File: src/rtl/sample_iter_ctrl_if.sv
// sample_iter_ctrl_if: triangle-in / sample-out bundle for the sample iterator.
interface sample_iter_ctrl_if #(
   parameter int SIGFIG = 24,
   parameter int VERTS  = 3,
   parameter int AXIS   = 3,
   parameter int COLORS = 3
);
   logic signed [SIGFIG-1:0] tri_R13S    [VERTS][AXIS];
   logic        [SIGFIG-1:0] color_R13U  [COLORS];
   logic signed [SIGFIG-1:0] box_R13S    [2][2];
   logic                     validTri_R13H;
   logic        [3:0]        subSample_RnnU;
   logic                     stall_R14H;
   logic                     halt_RnnH;
   logic signed [SIGFIG-1:0] tri_R14S    [VERTS][AXIS];
   logic        [SIGFIG-1:0] color_R14U  [COLORS];
   logic signed [SIGFIG-1:0] sample_R14S [2];
   logic                     validSamp_R14H;

   modport master (
      output tri_R13S, color_R13U, box_R13S, validTri_R13H, subSample_RnnU, stall_R14H,
      input  halt_RnnH, tri_R14S, color_R14U, sample_R14S, validSamp_R14H
   );

   modport slave (
      input  tri_R13S, color_R13U, box_R13S, validTri_R13H, subSample_RnnU, stall_R14H,
      output halt_RnnH, tri_R14S, color_R14U, sample_R14S, validSamp_R14H
   );
endinterface

File: src/rtl/sample_iter_ctrl.sv
// sample_iter_ctrl: walks a triangle's bounding box in raster order, one sample per unstalled cycle.
module sample_iter_ctrl #(
   parameter int SIGFIG = 24,
   parameter int RADIX  = 10,
   parameter int VERTS  = 3,
   parameter int AXIS   = 3,
   parameter int COLORS = 3
) (
   input logic clk,
   input logic rst,
   sample_iter_ctrl_if.slave bus
);
   typedef enum logic {WAIT, TEST} state_e;

   localparam logic [SIGFIG-1:0] ONE = SIGFIG'(1);

   state_e                   state_q, state_d;
   logic signed [SIGFIG-1:0] tri_q   [VERTS][AXIS];
   logic signed [SIGFIG-1:0] tri_d   [VERTS][AXIS];
   logic        [SIGFIG-1:0] color_q [COLORS];
   logic        [SIGFIG-1:0] color_d [COLORS];
   logic signed [SIGFIG-1:0] llx_q, llx_d, lly_q, lly_d, urx_q, urx_d, ury_q, ury_d;
   logic signed [SIGFIG-1:0] x_q, x_d, y_q, y_d;
   logic        [SIGFIG-1:0] step_q, step_d, step_sel;
   logic signed [SIGFIG:0]   nx, ny;
   logic                     legal, x_over, y_over;

   always_comb begin
      step_sel = (bus.subSample_RnnU == 4'b0100) ? ONE << (RADIX - 1) :
                 (bus.subSample_RnnU == 4'b0010) ? ONE << (RADIX - 2) :
                 (bus.subSample_RnnU == 4'b0001) ? ONE << (RADIX - 3) : ONE << RADIX;
      legal    = (bus.box_R13S[1][0] >= bus.box_R13S[0][0]) && (bus.box_R13S[1][1] >= bus.box_R13S[0][1]);
      // One extra bit keeps x+step from wrapping negative near the top of the signed range
      nx       = {x_q[SIGFIG-1], x_q} + {1'b0, step_q};
      ny       = {y_q[SIGFIG-1], y_q} + {1'b0, step_q};
      x_over   = nx > $signed({urx_q[SIGFIG-1], urx_q});
      y_over   = ny > $signed({ury_q[SIGFIG-1], ury_q});
      state_d  = state_q;
      tri_d    = tri_q;
      color_d  = color_q;
      llx_d    = llx_q;
      lly_d    = lly_q;
      urx_d    = urx_q;
      ury_d    = ury_q;
      step_d   = step_q;
      x_d      = x_q;
      y_d      = y_q;
      if (state_q == WAIT && bus.validTri_R13H && legal) begin
         state_d = TEST;
         tri_d   = bus.tri_R13S;
         color_d = bus.color_R13U;
         llx_d   = bus.box_R13S[0][0];
         lly_d   = bus.box_R13S[0][1];
         urx_d   = bus.box_R13S[1][0];
         ury_d   = bus.box_R13S[1][1];
         step_d  = step_sel;
         x_d     = bus.box_R13S[0][0];
         y_d     = bus.box_R13S[0][1];
      end else if (state_q == TEST && !bus.stall_R14H) begin
         state_d = (x_over && y_over) ? WAIT : TEST;
         x_d     = x_over ? llx_q : nx[SIGFIG-1:0];
         y_d     = (x_over && !y_over) ? ny[SIGFIG-1:0] : y_q;
      end
   end

   always_ff @(posedge clk or negedge rst) begin
      if (!rst) begin
         state_q <= WAIT;
         tri_q   <= '{default: '0};
         color_q <= '{default: '0};
         llx_q   <= '0;
         lly_q   <= '0;
         urx_q   <= '0;
         ury_q   <= '0;
         step_q  <= '0;
         x_q     <= '0;
         y_q     <= '0;
      end else begin
         state_q <= state_d;
         tri_q   <= tri_d;
         color_q <= color_d;
         llx_q   <= llx_d;
         lly_q   <= lly_d;
         urx_q   <= urx_d;
         ury_q   <= ury_d;
         step_q  <= step_d;
         x_q     <= x_d;
         y_q     <= y_d;
      end
   end

   assign bus.halt_RnnH      = state_q == TEST;
   assign bus.validSamp_R14H = state_q == TEST;
   assign bus.sample_R14S[0] = x_q;
   assign bus.sample_R14S[1] = y_q;
   assign bus.tri_R14S       = tri_q;
   assign bus.color_R14U     = color_q;
endmodule

File: src/flat_wrapper.sv
// flat-port wrapper written by rule: the top's interface ports become plain ports
module sample_iter_ctrl_flat 
#(
   parameter int SIGFIG = 24,
   parameter int RADIX  = 10,
   parameter int VERTS  = 3,
   parameter int AXIS   = 3,
   parameter int COLORS = 3
)
  (clk, rst, bus_tri_R13S, bus_color_R13U, bus_box_R13S, bus_validTri_R13H, bus_subSample_RnnU, bus_stall_R14H, bus_halt_RnnH, bus_tri_R14S, bus_color_R14U, bus_sample_R14S, bus_validSamp_R14H);
  sample_iter_ctrl_if #(.SIGFIG(SIGFIG), .VERTS(VERTS), .AXIS(AXIS), .COLORS(COLORS)) bus_i ();
  input logic clk;
  input logic rst;
  input wire logic [$bits(bus_i.tri_R13S)-1:0] bus_tri_R13S;
  input wire logic [$bits(bus_i.color_R13U)-1:0] bus_color_R13U;
  input wire logic [$bits(bus_i.box_R13S)-1:0] bus_box_R13S;
  input wire logic [$bits(bus_i.validTri_R13H)-1:0] bus_validTri_R13H;
  input wire logic [$bits(bus_i.subSample_RnnU)-1:0] bus_subSample_RnnU;
  input wire logic [$bits(bus_i.stall_R14H)-1:0] bus_stall_R14H;
  output wire logic [$bits(bus_i.halt_RnnH)-1:0] bus_halt_RnnH;
  output wire logic [$bits(bus_i.tri_R14S)-1:0] bus_tri_R14S;
  output wire logic [$bits(bus_i.color_R14U)-1:0] bus_color_R14U;
  output wire logic [$bits(bus_i.sample_R14S)-1:0] bus_sample_R14S;
  output wire logic [$bits(bus_i.validSamp_R14H)-1:0] bus_validSamp_R14H;
  assign bus_i.tri_R13S = {>>{bus_tri_R13S}};
  assign bus_i.color_R13U = {>>{bus_color_R13U}};
  assign bus_i.box_R13S = {>>{bus_box_R13S}};
  assign bus_i.validTri_R13H = bus_validTri_R13H;
  assign bus_i.subSample_RnnU = bus_subSample_RnnU;
  assign bus_i.stall_R14H = bus_stall_R14H;
  assign bus_halt_RnnH = bus_i.halt_RnnH;
  assign bus_tri_R14S = {>>{bus_i.tri_R14S}};
  assign bus_color_R14U = {>>{bus_i.color_R14U}};
  assign bus_sample_R14S = {>>{bus_i.sample_R14S}};
  assign bus_validSamp_R14H = bus_i.validSamp_R14H;
  sample_iter_ctrl #(.SIGFIG(SIGFIG), .RADIX(RADIX), .VERTS(VERTS), .AXIS(AXIS), .COLORS(COLORS)) u_core (.clk(clk), .rst(rst), .bus(bus_i));
endmodule
File: config.mk
export PLATFORM = sky130hd
export DESIGN_NAME = sample_iter_ctrl_flat
export DESIGN_NICKNAME = d
export VERILOG_FILES = /design/src/rtl/sample_iter_ctrl_if.sv /design/src/rtl/sample_iter_ctrl.sv /design/src/flat_wrapper.sv
export SDC_FILE = /design/constraint.sdc
export NUM_CORES = 1
export LEC_CHECK = 0
export ABC_AREA = 1
export CAP_MARGIN = 5
export CORE_AREA = 2 2 285 287
export CTS_CLUSTER_SIZE = 10
export DETAILED_ROUTE_END_ITERATION = 8
export DIE_AREA = 0 0 287 289
export PLACE_DENSITY = 0.56
export SLEW_MARGIN = 20
export SYNTH_ARGS = -nofsm -noshare
export SYNTH_HDL_FRONTEND = slang
export SYNTH_SLANG_ARGS = --single-unit
File: constraint.sdc
create_clock -name clk -period 7.2 [get_ports clk]
set_input_delay 0.72 -clock clk [delete_from_list [all_inputs] [get_ports clk]]
set_output_delay 0.72 -clock clk [all_outputs]
set_load 0.01 [all_outputs]
== Yosys cells after proc, flatten, opt, wreduce, memory -nomap -nowiden ==
Index checks and enable logic that the tools add are counted.

* Add/subtract/negate cells: 2
* Order comparisons: 4
* Mux-type cells: 12
* Reductions and logical operators: 11
* Bitwise operators: 1
* Equal/unequal tests: 3

{| class="wikitable"
|+ Operator list
! cell !! number
|-
| 24-bit 2-to-1 mux || 8
|-
| 25-bit by 24-bit adder with 25-bit output || 2
|-
| 25-bit by 24-bit greater-than comparator with 1-bit output || 2
|-
| 24-bit >= comparator || 2
|-
| 11-bit 2-to-1 mux || 1
|-
| 1-bit logical AND || 6
|-
| 4-bit by 1-bit == test with 1-bit output (second input constant) || 1
|-
| 4-bit by 2-bit == test with 1-bit output (second input constant) || 1
|-
| 4-bit by 3-bit == test with 1-bit output (second input constant) || 1
|-
| 2-bit nonzero test || 2
|-
| 1-bit 2-to-1 mux || 3
|-
| 1-bit logical NOT || 2
|-
| 2-bit AND reduction || 1
|-
| 1-bit NOT || 1
|}

* Bits of input ports: 392
* Register bits after elaboration: 433
* Output and inout bits: 338
* Logic and storage cells: 52

== Logic depth before layout (Yosys ltp) ==
Gate-level depths: netlist of the first run.

* Depth after elaboration: 7
* Gate-level depth with buffers: 25
* Mapped depth without buffers: 24

== Worst setup path before layout of the first run ==
OpenSTA, ideal clock, no wires.

* Kind: reg-to-reg
* From: register u_core.x_q[7]
* To: register u_core.y_q[13]
* Library setup time: 125 ps
* Setup slack: 3,682 ps
* Stages on the path, launching flop included: 22
* Data required time: 7,075 ps
* Period minus slack after synthesis: 3,518 ps
* Path buffers: 1
* Data arrival time: 3,393 ps
* Cell sequence: dfrtp_1 > ha_1 > inv_1 > fa_1 > o21ai_0 > nand2_1 > nor3_2 > nand2_1 > xor2_1 > ha_1 > nand2_1 > nor2_1 > nand2_1 > nor3_2 > nand2_1 > nand4_2 > nand2_2 > nor2_4 > nand2_2 > buf_2 > nand3_1 > nand3_1

* Word-level cells in the longest chain between the ends: 5

{| class="wikitable"
|+ Ends and longest elaborated chain
! what !! RTL line !! source
|-
| start: declaration || sample_iter_ctrl.sv:23 || <nowiki>logic signed [SIGFIG-1:0] x_q, x_d, y_q, y_d;</nowiki>
|-
| start signal: assignment || sample_iter_ctrl.sv:76 || <nowiki>x_q <= '0;</nowiki>
|-
| start signal: assignment || sample_iter_ctrl.sv:87 || <nowiki>x_q <= x_d;</nowiki>
|-
| 25-bit by 24-bit adder with 25-bit output || sample_iter_ctrl.sv:34 || <nowiki>nx = {x_q[SIGFIG-1], x_q} + {1'b0, step_q};</nowiki>
|-
| 25-bit by 24-bit greater-than comparator with 1-bit output || sample_iter_ctrl.sv:36 || <nowiki>x_over = nx > $signed({urx_q[SIGFIG-1], urx_q});</nowiki>
|-
| 1-bit logical AND || sample_iter_ctrl.sv:62 || <nowiki>y_d = (x_over && !y_over) ? ny[SIGFIG-1:0] : y_q;</nowiki>
|-
| 2-bit nonzero test (no line) || -- ||
|-
| 2-bit AND reduction (no line) || -- ||
|-
| end signal: assignment || sample_iter_ctrl.sv:88 || <nowiki>y_q <= y_d;</nowiki>
|-
| end: declaration || sample_iter_ctrl.sv:23 ||
|}

No other way between the ends.
A chain may end at the register's enable or synchronous reset.

== Worst setup path in the final report of the first run ==
* From: register u_core.step_q[7]
* To: register u_core.y_q[20]

* Word-level cells in the longest chain between the ends: 6
* Elaborated cells on any way between the ends: 11
* Those cells by class: add/sub: 2; order compare: 2; mux: 3; reduce/logical: 4

{| class="wikitable"
|+ Ends and longest elaborated chain
! what !! RTL line !! source
|-
| start: declaration || sample_iter_ctrl.sv:24 || <nowiki>logic [SIGFIG-1:0] step_q, step_d, step_sel;</nowiki>
|-
| start signal: assignment || sample_iter_ctrl.sv:86 || <nowiki>step_q <= step_d;</nowiki>
|-
| 25-bit by 24-bit adder with 25-bit output || sample_iter_ctrl.sv:35 || <nowiki>ny = {y_q[SIGFIG-1], y_q} + {1'b0, step_q};</nowiki>
|-
| 25-bit by 24-bit greater-than comparator with 1-bit output || sample_iter_ctrl.sv:37 || <nowiki>y_over = ny > $signed({ury_q[SIGFIG-1], ury_q});</nowiki>
|-
| 1-bit logical NOT || sample_iter_ctrl.sv:62 ||
|-
| 1-bit logical AND || sample_iter_ctrl.sv:62 ||
|-
| 2-bit nonzero test (no line) || -- ||
|-
| 2-bit AND reduction (no line) || -- ||
|}

Several ways; a longest one is shown, not always the timed one. The select of a mux whose other input is x is not followed.

==> reports/results.md, run 1 <==
| Item | Reported | Unit |
|---|---|---|
| Run status | finished clean | - |
| Relative slew slack | 0.290 | - |
| Fraction of layout instances using a drive strength above 1 | 0.0295 | - |
| Mapped Cells | 2432 | - |
| Max-Cap Viols | 0 | - |
| Dominant cells by area after synthesis | sky130_fd_sc_hd__dfrtp_1 52%, sky130_fd_sc_hd__nand2_1 25%, sky130_fd_sc_hd__ha_1 6.7% | - |
| Critical setup path kind | reg2reg | - |
| Seq/Total Area, Yosys | 0.525 | - |
| Detailed router's first-iteration violation count | 1267 | - |
| Final total power | 12.3 | mW |
| Static power due to leakage | 14.6 | nW |
| Final setup fails | 0 | - |
| Share of the cycle needed by the critical path after routing | 0.770 | - |
| Syn avg cell area | 8.10 | um^2 |
| Pin count of the biggest net entering global routing | 179 | - |
| Post-DR wirelength/cell | 17.6 | um |
| Boundary Pins | 730 | - |
| Unrepaired setup endpoints after global routing | no | - |
| Delay of the slowest cell on the worst path | 700 | ps |
| Worst setup SP type | register | - |
| Total of fill cells in the finished design | 8185 | - |
| Crit path DAT | 5980 | ps |
| Number of buffers inserted to repair setup after CTS | 0 | - |
| Cell breakdown of the critical path | ha_1, inv_1, fa_1, o21ai_0, nand2_1, nor3_2, nand2_1, xor2_1, ha_1, nand2_1, nor2_1, nand2_1, inv_1, nand2_1, nand4_2, nand2_2, nor2_4, nand2_2, inv_2, nand2_1, nand3_1 | - |
| Top achievable clock speed | 0.180 | GHz |
| Primary flip-flop cell chosen by synthesis mapping | sky130_fd_sc_hd__dfrtp_1 | - |
| First drt pass iteration count | 5 | - |
| Synthesized net count | 2932 | - |
| Worst min-delay path category | in2async | - |
| Area of the core | 79900 | um^2 |
| CTS tree | done | - |
| Cell taking the most area after synthesis | sky130_fd_sc_hd__dfrtp_1 | - |
| Pre-CTS setup slack | 1700 | ps |
| Data required time at the worst endpoint | 7640 | ps |
| Hold Buf Count CTS | 0 | - |
| Non-filler instance count after layout | 4213 | - |
| TritonCTS sink count | 413 | - |
| Routed vias/inst | 4.23 | - |
| Sequential cell area in the final layout | 10300 | um^2 |
| Number of distinct library cell variants in the gate-level netlist after synthesis | 36 | - |
| Die height | 289 | um |
| Clock-pin slew on the worst setup and hold paths | 60 | ps |
| Post-synthesis sequential element count | 413 | - |
| GR Overflow Total | 0 | - |
| Syn Std Cell Area | 19700 | um^2 |
| Post-detailed-route DRC marker count | 0 | - |
| DP Area | 27900 | um^2 |
| # nets final | 3622 | - |
| Effective utilization at floorplan | 0.246 | - |
| Slowest-stage cell, CP | sky130_fd_sc_hd__nand2_2 | - |
| Std-Cell Rows | 104 | - |
| Total count of max-transition violations in the final report | 0 | - |
| Total detailed-routing wirelength | 74100 | um |
| Total routing resource utilization after global routing | 0.170 | - |
| Actual transition at the worst max-transition pin | 1060 | ps |
| Element type at the critical path end | register | - |
| Number of enable flip-flop cells after synthesis | 0 | - |
| Final setup slack of the worst path | 1660 | ps |
| Ranking of synthesized cells by instance count | 1287 x sky130_fd_sc_hd__nand2_1, 413 x sky130_fd_sc_hd__dfrtp_1, 169 x sky130_fd_sc_hd__inv_1 | - |
| DP HPWL | 54500 | um |
| Post-layout min period | 5540 | ps |
| Bufs and invs on worst path | 3 | - |
| Synth top area share | 0.525 | - |
| Final hold violations | 0 | - |
| Post-Route Hold Slack | 184 | ps |
| Final total negative setup slack | 0 | ps |
| Vias after detailed routing | 17800 | - |
| Clock H-tree levels | 2 | - |
| CTS Buffer Depth | 3 | - |
| Insertion delay of the later-clocked pin in the worst-skew pair | 580 | ps |
| Post-route ant nets | 0 | - |
| PwrDens | 419 | nW/um^2 |
| Cell family with most CP delay | simple AND/OR/NAND/NOR gates | - |
| Top cell by count, worst path | sky130_fd_sc_hd__nand2_1 | - |
| Horizontal die dimension | 287 | um |
| Clock Skew | 22.8 | ps |
| Global-route wire length before repair | 109000 | um |
| Final standard cell utilization of the core | 0.369 | - |
| Gpl congestion | 0.851 | - |
| Most common cell in the synthesized netlist | sky130_fd_sc_hd__nand2_1 | - |
| Clock root buffer | sky130_fd_sc_hd__clkbuf_16 | - |
| Placed cells | 4128 | - |
| Resized Gates After CTS | 0 | - |
| Number of antenna violations at the first check in global routing | 8 | - |
| Inserted Clock Buffers | 52 | - |
| Worst IR drop on VDD | 240 | uV |
| Area of the die | 82900 | um^2 |
| Number of warning messages in the yosys log | 0 | - |
| Via count of the first global-routing pass | 17400 | - |
| PortBufs | 729 | - |
| Multi-input gate area | 8120 | um^2 |
| Layout overhead on the synthesized area | 49.6 | % |
| Total non-filler cell area in the finished layout | 29400 | um^2 |
| Critical path peak fanout | 23 | - |
| Fraction of registers with async set or reset after synthesis | 1.00 | - |
==> path summary, 6_finish.rpt <==
path | start | to | slack (ps) | cells after the start
max reg2reg | u_core.step_q[7]$_DFFE_PN0P_ | u_core.y_q[20]$_DFFE_PN0P_ | 1660 | 21
min reg2reg | u_core.llx_q[20]$_DFFE_PN0P_ | u_core.llx_q[20]$_DFFE_PN0P_ | 470 | 2
min in group clk | u_core.llx_q[20]$_DFFE_PN0P_ | u_core.llx_q[20]$_DFFE_PN0P_ | 470 | 2
max in group asynchronous | rst | u_core.bus.tri_R14S[150]$_DFFE_PN0P_ | 5540 | 2
max | u_core.step_q[7]$_DFFE_PN0P_ | u_core.y_q[20]$_DFFE_PN0P_ | 1660 | 21
min | rst | u_core.bus.tri_R14S[2]$_DFFE_PN0P_ | 180 | 1
==> cell type report <==
type,count,share of cell area
sequential,413,0.351
multi-input combinational,1745,0.276
timing repair buffer,738,0.252
clock buffer,70,0.0489
tap,1060,0.0450
inverter,172,0.0223
clock inverter,10,0.00433
antenna,5,0.000425
==> flip-flops by register name, indices dropped and copies added (netlist names) <==
register	count
u_core.llx_q	24
u_core.bus.halt_RnnH	1
u_core.ury_q	24
u_core.y_q	24
u_core.step_q	4
u_core.x_q	24
u_core.bus.tri_R14S	216
u_core.urx_q	24
u_core.bus.color_R14U	72
==> cell families (layout without fill, tap and decap cells) <==
| logic type | count (synthesis) | count (layout) | share of synthesized area |
|---|---|---|---|
| AOI/OAI and AO/OA | 124 | 124 | 0.0330 |
| xor gates and xnor gates | 28 | 28 | 0.0125 |
| adders and majority gates | 108 | 108 | 0.0694 |
| buffers and inverters | 274 | 990 | 0.0628 |
| DFF | 413 | 413 | 0.525 |
| other | 0 | 5 | 0 |
| and+or+nand+nor | 1485 | 1485 | 0.297 |
==> where the power goes <==
| part | switching, mW | leakage, nW | internal (mW) |
|---|---|---|---|
| Sequential | 0.725 | 5.14 | 3.46 |
| Clock | 1.02 | 0.769 | 1.48 |
| Combinational | 2.91 | 8.71 | 2.75 |
| Total | 4.65 | 14.6 | 7.69 |
==> layer usage <==
| metal | global-route usage | vias up | routed length [um] |
|---|---|---|---|
| met4 | 0.0522 | 4 | 1750 |
| met1 | 0.222 | 8232 | 32000 |
| met2 | 0.273 | 580 | 34900 |
| met5 | 0 | - | 23 |
| met3 | 0.0483 | 100 | 5440 |
| li1 | - | 8886 | - |
==> cells in the final DEF (no fill, tap or decap), drive strengths merged <==
cell,n
ha,106
inv,171
nor3b,2
nor3,5
nand2,1291
and3,1
buf,10
o31ai,2
o21ai,68
fa,2
dfrtp,413
and2,1
clkdlybuf4s50,728
xor2,20
a21o,6
nand3b,3
nor4,1
nand3,89
a21oi,44
nor2,60
clkinvlp,1
diode,5
o21a,3
clkinv,7
nand4,32
bufinv,3
xnor2,8
o22ai,1
clkbuf,70
(Power assumes the default switching activity.)
==> inputs of run 2 (changes only) <==
Settings changed: PLACE_DENSITY 0.56 to 0.57.
Clock period 7.2 ns to 5.1 ns, I/O delays scaled along.
==> run 2 against run 1 <==
Against the previous run:
- the flow now finishes with violations (hold timing)
- final cell count rose by 0.26%
- clock skew fell by 11 ps
- sequential cell count did not move
- critical path depth rose by 1
- non-clock buffer count rose by 17
- routed wire length rose by 1.6%
- via count rose by 0.10%
- register-to-register slack got worse by 1200 ps
- clock power rose by 34%
- power rose by 40%
- core utilization rose by 0.11 points
- final area rose by 0.31%
- largest power group unchanged
==> reports/results.md, run 2 (synthesized netlist as in run 1, its figures left out) <==
| Item | Reported | Unit | Delta |
|---|---|---|---|
| Worst setup SP type | register | - | unchanged |
| Number of antenna violations at the first check in global routing | 13 | - | was 8 |
| Via count of the first global-routing pass | 17600 | - | was 17400 |
| Global-route wire length before repair | 111000 | um | was 109000 um |
| Data required time at the worst endpoint | 5610 | ps | was 7640 ps |
| Placed cells | 4145 | - | was 4128 |
| Depth of the most critical reg-to-reg path | 22 | - | was 21 |
| Leading cell type in the layout, fill and taps excluded | sky130_fd_sc_hd__nand2_1 | - | unchanged |
| Total detailed-routing wirelength | 75300 | um | was 74100 um |
| Cell breakdown of the critical path | ha_1, inv_1, fa_1, o21ai_0, nand2_1, nor3_2, nand2_1, xor2_1, ha_1, nand2_1, nor2_1, nand2_1, nor3_2, nand2_1, nand3_1, nand2_2, nand2_2, nor2_4, nand2_2, inv_2, nand2_1, nand3_1 | - | was ha_1, inv_1, fa_1, o21ai_0, nand2_1, nor3_2, nand2_1, xor2_1, ha_1, nand2_1, nor2_1, nand2_1, inv_1, nand2_1, nand4_2, nand2_2, nor2_4, nand2_2, inv_2, nand2_1, nand3_1 |
| Final standard cell utilization of the core | 0.370 | - | was 0.369 |
| TritonCTS sink count | 413 | - | unchanged |
| Pre-CTS setup slack | 397 | ps | was 1700 ps |
| Worst IR drop on VDD | 267 | uV | was 240 uV |
| Pin count of the biggest net entering global routing | 125 | - | was 179 |
| Flip-flop count of the largest register, all copies and words added | 216 | - | unchanged |
| Max-Cap Viols | 0 | - | unchanged |
| Fraction of layout instances using a drive strength above 1 | 0.0323 | - | was 0.0295 |
| Inserted Clock Buffers | 50 | - | was 52 |
| Final total negative setup slack | 0 | ps | unchanged |
| Element type at the critical path end | register | - | unchanged |
| Vias after detailed routing | 17800 | - | about the same |
| Violations in the final reports | hold timing | - |  |
| Total count of max-transition violations in the final report | 0 | - | unchanged |
| Final hold violations | 2 | - | was 0 |
| Post-route ant nets | 0 | - | unchanged |
| Worst flop-to-flop path endpoint | u_core.y_q[21]$_DFFE_PN0P_ | - | was u_core.y_q[20]$_DFFE_PN0P_ |
| Routed vias/inst | 4.22 | - | was 4.23 |
| Top cell by count, worst path | sky130_fd_sc_hd__nand2_1 | - | unchanged |
| Critical path peak fanout | 21 | - | was 23 |
| Final total power | 17.3 | mW | was 12.3 mW |
| Critical setup path kind | reg2reg | - | unchanged |
| Slowest-stage cell, CP | sky130_fd_sc_hd__o21ai_0 | - | was sky130_fd_sc_hd__nand2_2 |
| Hold Buf Count CTS | 0 | - | unchanged |
| Non-filler instance count after layout | 4224 | - | was 4213 |
| Detailed router's first-iteration violation count | 989 | - | was 1267 |
| Relative slew slack | 0.417 | - | was 0.290 |
| Top achievable clock speed | 0.218 | GHz | was 0.180 GHz |
| Layout overhead on the synthesized area | 50.0 | % | was 49.6% |
| Horizontal die dimension | 287 | um | unchanged |
| Effective utilization at floorplan | 0.246 | - | unchanged |
| Actual transition at the worst max-transition pin | 875 | ps | was 1060 ps |
| Worst min-delay path category | in2async | - | unchanged |
| Gpl congestion | 0.851 | - | about the same |
| Post-Route Hold Slack | -7.50 | ps | was 184 ps |
| Clock Skew | 12.2 | ps | was 22.8 ps |
| Clock-pin slew on the worst setup and hold paths | 60 | ps | about the same |
| Share of the cycle needed by the critical path after routing | 0.901 | - | was 0.770 |
| Delay of the slowest cell on the worst path | 440 | ps | was 700 ps |
| PwrDens | 585 | nW/um^2 | was 419 nW/um^2 |
| DP HPWL | 57200 | um | was 54500 um |
| # nets final | 3637 | - | was 3622 |
| Total of fill cells in the finished design | 8243 | - | was 8185 |
| Boundary Pins | 730 | - | unchanged |
| Crit path DAT | 5110 | ps | was 5980 ps |
| Post-detailed-route DRC marker count | 0 | - | unchanged |
| Unrepaired setup endpoints after global routing | no | - | unchanged |
| PortBufs | 729 | - | unchanged |
| Final setup fails | 0 | - | unchanged |
| Highest-count cells in the layout ignoring fill and taps | 1287 x sky130_fd_sc_hd__nand2_1, 728 x sky130_fd_sc_hd__clkdlybuf4s50_1, 413 x sky130_fd_sc_hd__dfrtp_1 | - | unchanged |
| Launching element of the worst setup path | u_core.step_q[7]$_DFFE_PN0P_ | - | unchanged |
| DP Area | 28100 | um^2 | was 27900 um^2 |
| Area of the die | 82900 | um^2 | unchanged |
| CTS Buffer Depth | 3 | - | unchanged |
| Std-Cell Rows | 104 | - | unchanged |
| CTS tree | done | - | unchanged |
| Beginning of the worst register-to-register path | u_core.step_q[7]$_DFFE_PN0P_ | - | unchanged |
| Area of the core | 79900 | um^2 | unchanged |
| Total non-filler cell area in the finished layout | 29500 | um^2 | was 29400 um^2 |
| Die height | 289 | um | unchanged |
| GR Overflow Total | 0 | - | unchanged |
| Static power due to leakage | 14.7 | nW | was 14.6 nW |
| Run status | finished with violations | - | was finished clean |
| First drt pass iteration count | 5 | - | unchanged |
| Clock H-tree levels | 2 | - | unchanged |
| Final setup slack of the worst path | 503 | ps | was 1660 ps |
| Worst reg-to-reg setup slack | 500 | ps | was 1660 ps |
| Clock root buffer | sky130_fd_sc_hd__clkbuf_16 | - | unchanged |
| Total routing resource utilization after global routing | 0.174 | - | was 0.170 |
| Post-layout min period | 4600 | ps | was 5540 ps |
| Insertion delay of the later-clocked pin in the worst-skew pair | 580 | ps | about the same |
| Post-DR wirelength/cell | 17.8 | um | was 17.6 um |
run 2: timing repair:
action | 4_1_cts | 5_1_grt
endpoints found under the setup margin | 0 | 14
setup buffers | 0 | 0
resized for setup | 0 | 1
run 2: report_power, final:
group          switching [mW]  internal, mW  leakage (nW)  total [mW]
Clock                    1.41          1.94         0.709        3.35
Sequential               1.03          4.88          5.14        5.91
Combinational            4.08          3.93          8.82        8.01
Total                    6.52          10.8          14.7        17.3
run 2: worst max-delay path by stage:
stage,to,slack [ps],depth (start not counted)
2_1_floorplan,u_core.y_q[13]$_DFFE_PN0P_,1580,21
3_3_place_gp,u_core.y_q[22]$_DFFE_PN0P_,590,21
3_5_place_dp,u_core.y_q[23]$_DFFE_PN0P_,400,21
4_1_cts,u_core.y_q[8]$_DFFE_PN0P_,380,21
5_1_grt,u_core.y_q[21]$_DFFE_PN0P_,20,22
6_report,u_core.y_q[21]$_DFFE_PN0P_,500,22
run 2: layer usage:
metal,vias up,GRT usage,wire [um]
met5,-,0,69
met4,10,0.0523,1990
met3,119,0.0520,5940
met2,576,0.285,35700
met1,8192,0.222,31600
li1,8923,-,-
run 2: area by class of cell:
type,instances,area (um^2),share of cell area
diodes,3,7.51,0.000254
clock buffers,73,1420,0.0480
clock inverters,3,46.3,0.00157
inverters,172,658,0.0223
multi-input cells,1745,8130,0.275
flip-flops and latches,413,10300,0.350
well taps,1060,1330,0.0449
repair buffers,755,7620,0.258
run 2: worst max-delay path, delay by kind of cell, from the launching register on:
kind	cells	cell delay [ps]
AOI/OAI and AO/OA	1	440
xor gates and xnor gates	1	220
adders and majority gates	3	880
buffers and inverters	2	380
DFF	1	380
and+or+nand+nor	15	2200
